File: config.mk
export PLATFORM = sky130hd
export DESIGN_NAME = decode_ctrl
export DESIGN_NICKNAME = d
export VERILOG_FILES = /design/src/rtl/decode_ctrl.sv
export SDC_FILE = /design/constraint.sdc
export NUM_CORES = 1
export LEC_CHECK = 0
export BUFFER_PORTS_ARGS = -buffer_cell sky130_fd_sc_hd__buf_2
export CAP_MARGIN = 25
export CORE_MARGIN = 10
export CORE_UTILIZATION = 38
export DETAILED_ROUTE_END_ITERATION = 12
export REMOVE_ABC_BUFFERS = 1
export SLEW_MARGIN = 20
export SYNTH_ARGS = -nofsm -noshare
export SYNTH_HDL_FRONTEND = slang
export SYNTH_SLANG_ARGS = --single-unit
File: constraint.sdc
create_clock -name clock -period 1.96 [get_ports clock]
set_clock_uncertainty 0.2 [all_clocks]
set_input_delay 0.392 -clock clock [delete_from_list [all_inputs] [get_ports clock]]
set_output_delay 0.392 -clock clock [all_outputs]
set_load 0.05 [all_outputs]
File: src/rtl/decode_ctrl.sv
// Instruction-field decoder with a valid/ready handshake on both sides.
// MUL results are held back for MUL_CYCLES cycles before being offered downstream.
module decode_ctrl #(
    parameter int ALU_CTRL_W = 4,
    parameter int MUL_CYCLES = 3,
    parameter int EN_ITYPE   = 1
) (
    input  logic                  clock,
    input  logic                  reset,
    input  logic                  in_valid,
    output logic                  in_ready,
    input  logic [6:0]            opcode,
    input  logic [2:0]            funct3,
    input  logic [6:0]            funct7,
    output logic                  out_valid,
    input  logic                  out_ready,
    output logic [ALU_CTRL_W-1:0] alu_control,
    output logic                  regwrite_control,
    output logic                  alusrc_imm,
    output logic                  illegal,
    output logic                  busy
);

    localparam logic [6:0] OP_R = 7'b0110011;
    localparam logic [6:0] OP_I = 7'b0010011;

    localparam logic [3:0] ALU_AND = 4'b0000;
    localparam logic [3:0] ALU_OR  = 4'b0001;
    localparam logic [3:0] ALU_ADD = 4'b0010;
    localparam logic [3:0] ALU_SLL = 4'b0011;
    localparam logic [3:0] ALU_SUB = 4'b0100;
    localparam logic [3:0] ALU_SRL = 4'b0101;
    localparam logic [3:0] ALU_MUL = 4'b0110;
    localparam logic [3:0] ALU_XOR = 4'b0111;

    localparam logic [3:0] MUL_LOAD = 4'(MUL_CYCLES - 1);

    typedef enum logic [1:0] {
        IDLE     = 2'd0,
        MUL_WAIT = 2'd1,
        OUT      = 2'd2
    } state_t;

    state_t                  state_q;
    logic [3:0]              cnt_q;
    logic                    out_valid_q;
    logic                    busy_q;
    logic [ALU_CTRL_W-1:0]   alu_q;
    logic                    regw_q;
    logic                    imm_q;
    logic                    ill_q;

    logic [3:0]              dec_alu_d;
    logic                    dec_legal_d;
    logic                    dec_imm_d;
    logic                    dec_mul_d;
    logic                    accept;

    always_comb begin
        dec_alu_d   = ALU_ADD;
        dec_legal_d = 1'b0;
        dec_imm_d   = 1'b0;
        dec_mul_d   = 1'b0;
        if (opcode == OP_R) begin
            case ({funct7, funct3})
                {7'b0000000, 3'd0}: begin dec_alu_d = ALU_ADD; dec_legal_d = 1'b1; end
                {7'b0100000, 3'd0}: begin dec_alu_d = ALU_SUB; dec_legal_d = 1'b1; end
                {7'b0000000, 3'd6}: begin dec_alu_d = ALU_OR;  dec_legal_d = 1'b1; end
                {7'b0000000, 3'd7}: begin dec_alu_d = ALU_AND; dec_legal_d = 1'b1; end
                {7'b0000000, 3'd1}: begin dec_alu_d = ALU_SLL; dec_legal_d = 1'b1; end
                {7'b0000000, 3'd5}: begin dec_alu_d = ALU_SRL; dec_legal_d = 1'b1; end
                {7'b0000000, 3'd4}: begin dec_alu_d = ALU_XOR; dec_legal_d = 1'b1; end
                {7'b0000001, 3'd2}: begin
                    dec_alu_d   = ALU_MUL;
                    dec_legal_d = 1'b1;
                    dec_mul_d   = 1'b1;
                end
                default: ;
            endcase
        end else if (opcode == OP_I && EN_ITYPE != 0) begin
            // Immediate shifts share funct7 with the shamt field's upper bits; only f7=0 is legal.
            case (funct3)
                3'd0: begin dec_alu_d = ALU_ADD; dec_legal_d = 1'b1; end
                3'd6: begin dec_alu_d = ALU_OR;  dec_legal_d = 1'b1; end
                3'd7: begin dec_alu_d = ALU_AND; dec_legal_d = 1'b1; end
                3'd4: begin dec_alu_d = ALU_XOR; dec_legal_d = 1'b1; end
                3'd1: begin dec_alu_d = ALU_SLL; dec_legal_d = (funct7 == 7'd0); end
                3'd5: begin dec_alu_d = ALU_SRL; dec_legal_d = (funct7 == 7'd0); end
                default: ;
            endcase
            dec_imm_d = dec_legal_d;
        end
        if (!dec_legal_d) begin
            dec_alu_d = ALU_ADD;
        end
    end

    assign in_ready = (state_q == IDLE) || (state_q == OUT && out_ready);
    assign accept   = in_valid && in_ready;

    always_ff @(posedge clock) begin
        if (reset) begin
            state_q     <= IDLE;
            cnt_q       <= 4'd0;
            out_valid_q <= 1'b0;
            busy_q      <= 1'b0;
            alu_q       <= '0;
            regw_q      <= 1'b0;
            imm_q       <= 1'b0;
            ill_q       <= 1'b0;
        end else begin
            case (state_q)
                MUL_WAIT: begin
                    if (cnt_q == 4'd1) begin
                        state_q     <= OUT;
                        cnt_q       <= 4'd0;
                        out_valid_q <= 1'b1;
                        busy_q      <= 1'b0;
                    end else begin
                        cnt_q <= cnt_q - 4'd1;
                    end
                end
                default: begin
                    if (accept) begin
                        alu_q  <= ALU_CTRL_W'(dec_alu_d);
                        regw_q <= dec_legal_d;
                        imm_q  <= dec_imm_d;
                        ill_q  <= !dec_legal_d;
                        if (dec_mul_d && MUL_CYCLES > 1) begin
                            state_q     <= MUL_WAIT;
                            cnt_q       <= MUL_LOAD;
                            out_valid_q <= 1'b0;
                            busy_q      <= 1'b1;
                        end else begin
                            state_q     <= OUT;
                            out_valid_q <= 1'b1;
                            busy_q      <= 1'b0;
                        end
                    end else if (state_q == OUT && out_ready) begin
                        state_q     <= IDLE;
                        out_valid_q <= 1'b0;
                    end
                end
            endcase
        end
    end

    assign out_valid        = out_valid_q;
    assign busy             = busy_q;
    assign alu_control      = alu_q;
    assign regwrite_control = regw_q;
    assign alusrc_imm       = imm_q;
    assign illegal          = ill_q;

endmodule

After elaboration in Yosys (flattened, before gate mapping)
Cells that the tools add are included.

Register bits: 15. Bits of input ports: 21. Output and inout bits: 10. Word-level logic and storage cells: 76.

Add/subtract/negate cells: 1. Equal/unequal tests: 18. Muxes and demuxes: 30. Bitwise operators: 1. Reduce and logical (&&, ||, !) cells: 18.

Operators by type and width (count): 10-bit by 3-bit equality test with 1-bit output, second input constant (4); 4-bit two-way mux (6); 3-bit case mux with 7 select lines (1); 1-bit two-way mux (15); 3-bit case mux with 5 select lines (1); 3-bit equality test, second input constant (4); 10-bit by 1-bit equality test with 1-bit output, second input constant (1); 10-bit by 4-bit equality test with 1-bit output, second input constant (1); 10-bit by 9-bit equality test with 1-bit output, second input constant (1); 10-bit logical NOT (1); 2-bit two-way mux (5); 2-bit AND reduction (4); 8-bit OR reduction (1); 7-bit by 5-bit equality test with 1-bit output, second input constant (1); 7-bit by 6-bit equality test with 1-bit output, second input constant (1); 7-bit logical NOT (1); 4-bit by 1-bit equality test with 1-bit output, second input constant (1); 2-bit nonzero test (2); 4-bit OR reduction (1); 4-bit by 1-bit subtractor with 4-bit output, second input constant (1); 3-bit by 1-bit equality test with 1-bit output, second input constant (1); 3-bit logical NOT (1); 3-bit two-way mux (1); 3-bit nonzero test (1); other kinds (10) (11).

Longest topological paths before layout
Gate-level depths: netlist (run 1).

Word-level depth: 6. Gate-level depth with buffers: 7. Mapped depth without buffers: 7.

Worst setup path after synthesis (run 1)
OpenSTA, ideal clock, no wires.

Kind: flip-flop to flip-flop. Start: reg, netlist name out_valid. End: reg alu_q[0], in the netlist alu_control[0]. Setup time: 0.133 ns. Data arrival time: 2.100 ns. Data required time: 1.627 ns. Path slack: -0.472 ns. Stages on the path, launching flop included: 6. Buffers on the path: 0. Period minus slack after synthesis: 2.432 ns. Path through: dfxtp_1 nor2b_4 nor2_1 nand2_1 a221oi_1 nor3_1.

RTL lines: end signal: assignment (RTL line 125) `alu_q <= ALU_CTRL_W'(dec_alu_d);`; end: declaration (RTL line 48) `logic [ALU_CTRL_W-1:0] alu_q;`.

==> results of run 1 <==
[stage by stage]
step,setup TNS [ns],hold WS [ns]
final,0,0.189
after CTS,0,0.186
after global routing,0,0.192
after detailed placement,0,0.251
after floorplan,-1.70,0.258
after global placement,0,0.243
[final cells by class]
type                       count  area [sq um]  area share (%)
timing repair buffer          31           160            15.1
inverter                       2          7.51           0.709
tap                           28          35.0            3.31
sequential                    13           260            24.6
clock buffer                   4          26.3            2.48
multi-input combinational     88           569            53.8
[report_power, final]
part,switching [mW],internal (mW),leakage [nW]
combinational,0.0700,0.0434,0.319
clock,0.0846,0.0789,0.0150
sequential,0.00300,0.268,0.106
total,0.158,0.391,0.439
[path summary, 6_finish.rpt]
path / from / end / depth (start not counted)
setup reg to reg: cnt_q[0] / cnt_q[3] / 6
setup / recovery: out_valid / in_ready / 3
hold reg to reg: regwrite_control / regwrite_control / 2
hold / removal: in_valid / out_valid / 3
[per-layer routing]
metal	track usage [%]	up-vias	part of all wire, %
li1	-	463	-
met5	0	-	0
met1	11.3	376	48
met3	4.96	2	9.4
met4	2.31	0	0.55
met2	16.9	23	42
[kinds of logic after synthesis]
group,after synthesis
AOI/OAI and AO/OA,31
adders and majority gates,2
buffers and inverters,4
DFF,13
other,1
and+or+nand+nor,54
[critical path: stages (launching register included)]
cell,delay (ns)
dfxtp_1,0.35
nor2b_4,0.15
nor2_1,0.17
buf_2,0.30
[synthesized netlist by cell type (3+ instances only)]
cell,count,area share (%)
dfxtp_1,13,31
nor2_1,13,5.8
a21oi_1,8,4.7
nand2_1,8,3.5
nand2b_1,5,3.7
a31oi_1,4,2.9
nand3_1,4,2.4
nor3_1,4,2.4
a22oi_1,3,2.7
o21ai_0,3,1.8
[state kept, by name, indices dropped and copies added (netlist names)]
name              flops
cnt_q                 4
alu_control           3
alusrc_imm            1
busy                  1
illegal               1
out_valid             1
regwrite_control      1
state_q               1
==> impl_metrics.ini, run 1 <==
[outcome]
outcome = complete, no violations

[cells_and_area]
antenna_cells = 0
fin_util_pct = 48.8
final_cell_mix = buf_2 (29), nor2_1 (13), dfxtp_1 (13)
fin_area_sq_um = 1060
fin_cells = 166
final_common_cell = buf_2
fin_nets = 162
drive_gt1_share_pct = 31.2
fillCellCount = 226
area_delta_synth_final_pct = 24.8

[placement]
pre_cts_ws_ns = 0.0241
detailed_place_hpwl_microns = 1810
dpl.cell_count = 162
portBuffers = 29
gp_congestion = 0.828
place_area_sq_um = 1030

[cts]
clkLatencyLatePin_ns = 0.27
post-cts-setup-buffers = 0
cts_made_buffers = 3
clk_root_buffer_cell = clkbuf_4
tritoncts = built
holdBufCountCts = 0
clockBufferDepth = 2
path_clk_slew_ns = 0.08
cts.sinks = 13
cts.htree.levels = 1
cts.repair.resized = 0

[yosys]
synth_area_sq_um = 848
synth_flop_cell = dfxtp_1
synth-seq-cells = 13
synth_edf_count = 0
postSynthCellCount = 105
synth_top_family_by_area = simple AND/OR/NAND/NOR gates
synth_simple_gate_area_share_pct = 38.9
yosysWarnings = 0
yosysUniqueCellTypes = 44
synthXorXnorAreaFrac_pct = 0
synthMuxAreaShare_pct = 0
avgSynthCellArea_sq_um = 8.08
synthAdderAreaFrac_pct = 2.95
async_flop_share_pct = 0
synth_compound_area_share_pct = 24.8
ys_seq_area_share_pct = 30.7

[worst_setup_path]
crit_path_end_kind = primary output
crit_required_ns = 1.37
rrSetupSlack_ns = 0.17
critPathMaxFanout = 6
worstSetupStartpointType = flip-flop
critPathArrivalTime_ns = 1.25
crit_type = flip-flop to primary output

[floorplan]
rows = 17
die-area_sq_um = 4520
fp.dieH_microns = 67.3
num_io_pins = 31
start_util_pct = 39.1
core_sq_um = 2170
die_w_microns = 67.3

[detailed_routing]
routed_via_density = 5.20
wl_per_cell_microns = 13.1
ant_nets = 0
drt-initial-drc-count = 14
num_vias = 864
totalWireLength_microns = 2170
post-route-drc-count = 0
drtPass1Iterations = 4

[sta]
fin_ws_ns = 0.122
finalHoldViolations = 0
max_freq_ghz = 0.544
rsz0062_at_grt = false
period_needed_ns = 1.84
drv_slew = 0
setup_viol = 0
finalCritPeriodShare_pct = 93.8

[grt]
gr-total-overflow = 0
grt_pass1_vias = 897
grt_first_pass_wirelength_microns = 3680
grt_use_total_pct = 10.1
antenna_found_initial = 0
grt_max_degree = 14

[power_and_ir_drop]
ir_drop_mv = 0.322
leakage_nw = 0.439
power_mw = 0.548
p_per_area_nw_per_um2 = 518

[worst_hold_path]
holdCritPathClass = primary input to flip-flop

[run]
max_cap_viol_count = 0
Note: power is estimated with default switching activity, not from simulation.
==> run 2, diff against run 1 <==
--- a/config.mk
+++ b/config.mk
@@ -8,8 +8,9 @@
 export BUFFER_PORTS_ARGS = -buffer_cell sky130_fd_sc_hd__buf_2
 export CAP_MARGIN = 25
 export CORE_MARGIN = 10
-export CORE_UTILIZATION = 38
+export CORE_UTILIZATION = 40
 export DETAILED_ROUTE_END_ITERATION = 12
+export PLACE_DENSITY = 0.67
 export REMOVE_ABC_BUFFERS = 1
 export SLEW_MARGIN = 20
 export SYNTH_ARGS = -nofsm -noshare
==> impl_metrics.ini, run 2 (synthesized netlist as in run 1, its figures left out) <==
[outcome]
outcome = complete, no violations

[cts]
cts.htree.levels = 1
tritoncts = built
post-cts-setup-buffers = 0
holdBufCountCts = 0
clkLatencyLatePin_ns = 0.27
cts_made_buffers = 3
cts.repair.resized = 0
clockBufferDepth = 2
clk_root_buffer_cell = clkbuf_4
path_clk_slew_ns = 0.08
cts.sinks = 13

[floorplan]
die_w_microns = 66.1
core_sq_um = 1980
start_util_pct = 42.8
num_io_pins = 31
rows = 16
die-area_sq_um = 4360
fp.dieH_microns = 66.1

[placement]
portBuffers = 29
gp_congestion = 0.836
detailed_place_hpwl_microns = 1760
pre_cts_ws_ns = 0.0990

[grt]
top_usage_layer = met2
use_met2_pct = 15.6
grt_pass1_vias = 869
antenna_found_initial = 0
grt_max_degree = 14
grt_use_total_pct = 9.77
gr-total-overflow = 0
grt_use_met3_pct = 3.90
met1_usage_pct = 10.8
grt_first_pass_wirelength_microns = 3500

[sta]
max_freq_ghz = 0.547
fin_ws_ns = 0.133
finalHoldViolations = 0
drv_slew = 0
finalCritPeriodShare_pct = 93.2
rsz0062_at_grt = false
period_needed_ns = 1.83
setup_viol = 0

[worst_setup_path]
crit_path_end_kind = primary output
path_delay_family = flip-flops
crit_required_ns = 1.37
critical_path.cell_chain = nor2b_4, nor2_1, buf_2
critPathArrivalTime_ns = 1.23
worst_path_max_delay_cell = dfxtp_1
worstSetupStartpointType = flip-flop
critPathBufInv = 1
critPathMaxStageDelay_ns = 0.36
crit_type = flip-flop to primary output
critPathMaxFanout = 6

[worst_hold_path]
holdCritPathClass = primary input to flip-flop

[power_and_ir_drop]
ir_drop_mv = 0.268
power_mw = 0.545
leakage_nw = 0.435
p_per_area_nw_per_um2 = 519

[cells_and_area]
fin_nets = 161
antenna_cells = 0
drive_gt1_share_pct = 30.7
final_cell_mix = buf_2 (29), nor2_1 (13), dfxtp_1 (13)
area_delta_synth_final_pct = 23.7
final_common_cell = buf_2
largest_register_ffs = 4
top_register = cnt_q

[detailed_routing]
drt-initial-drc-count = 15
post-route-drc-count = 0
wl_per_cell_microns = 12.5
routed_via_density = 5.24
num_vias = 859
drtPass1Iterations = 4
ant_nets = 0
totalWireLength_microns = 2050

[run]
max_cap_viol_count = 0
[run 2: cell types whose count changed in the layout (fill, tap and decap cells not counted)]
cell,delta
buf_4,-1
[run 2: worst paths after layout]
kind	from	endpoint	slack, ns	cells after the start
worst min register to register	regwrite_control	regwrite_control	0.27	2
worst max-delay path	out_valid	in_ready	0.13	3
worst min-delay path	in_valid	out_valid	0.18	3
worst max register to register	cnt_q[0]	cnt_q[3]	0.21	6
[run 2: report_power, final]
part           switching [mW]  internal (mW)
logic                  0.0679         0.0417
registers             0.00306          0.268
clock network          0.0852         0.0788
total                   0.156          0.389
[run 2: area by class of cell]
| class | instances | area, sq um |
|---|---|---|
| tap | 27 | 33.8 |
| clock buffer | 4 | 26.3 |
| inverter | 2 | 7.51 |
| multi-input combinational | 88 | 569 |
| sequential | 13 | 260 |
| fill | 200 | 932 |
| timing repair buffer | 30 | 153 |
[run 2: routing by layer]
metal	wire length, microns	vias up	part of all wire [%]
li1	-	458	-
met4	0	0	0
met2	919	23	45
met3	184	0	9.0
met1	943	378	46
met5	0	-	0
[run 2: tightest hold or removal path, cell delays in order]
cell and delay (ns):
buf_2 0.12, nand2_1 0.05, a21oi_1 0.05
[run 2: per-stage QoR]
stage	hold slack (ns)	cell area, sq um	utilization (%)	TNS (ns)	instances
final	0.184	1050	53.0	0	164
after global routing	0.200	1050	53.0	0	164
after CTS	0.176	1050	53.0	0	164
after detailed placement	0.254	1020	51.6	0	160
after global placement	0.253	1020	51.6	0	160
after floorplan	0.258	837	-	-1.70	103
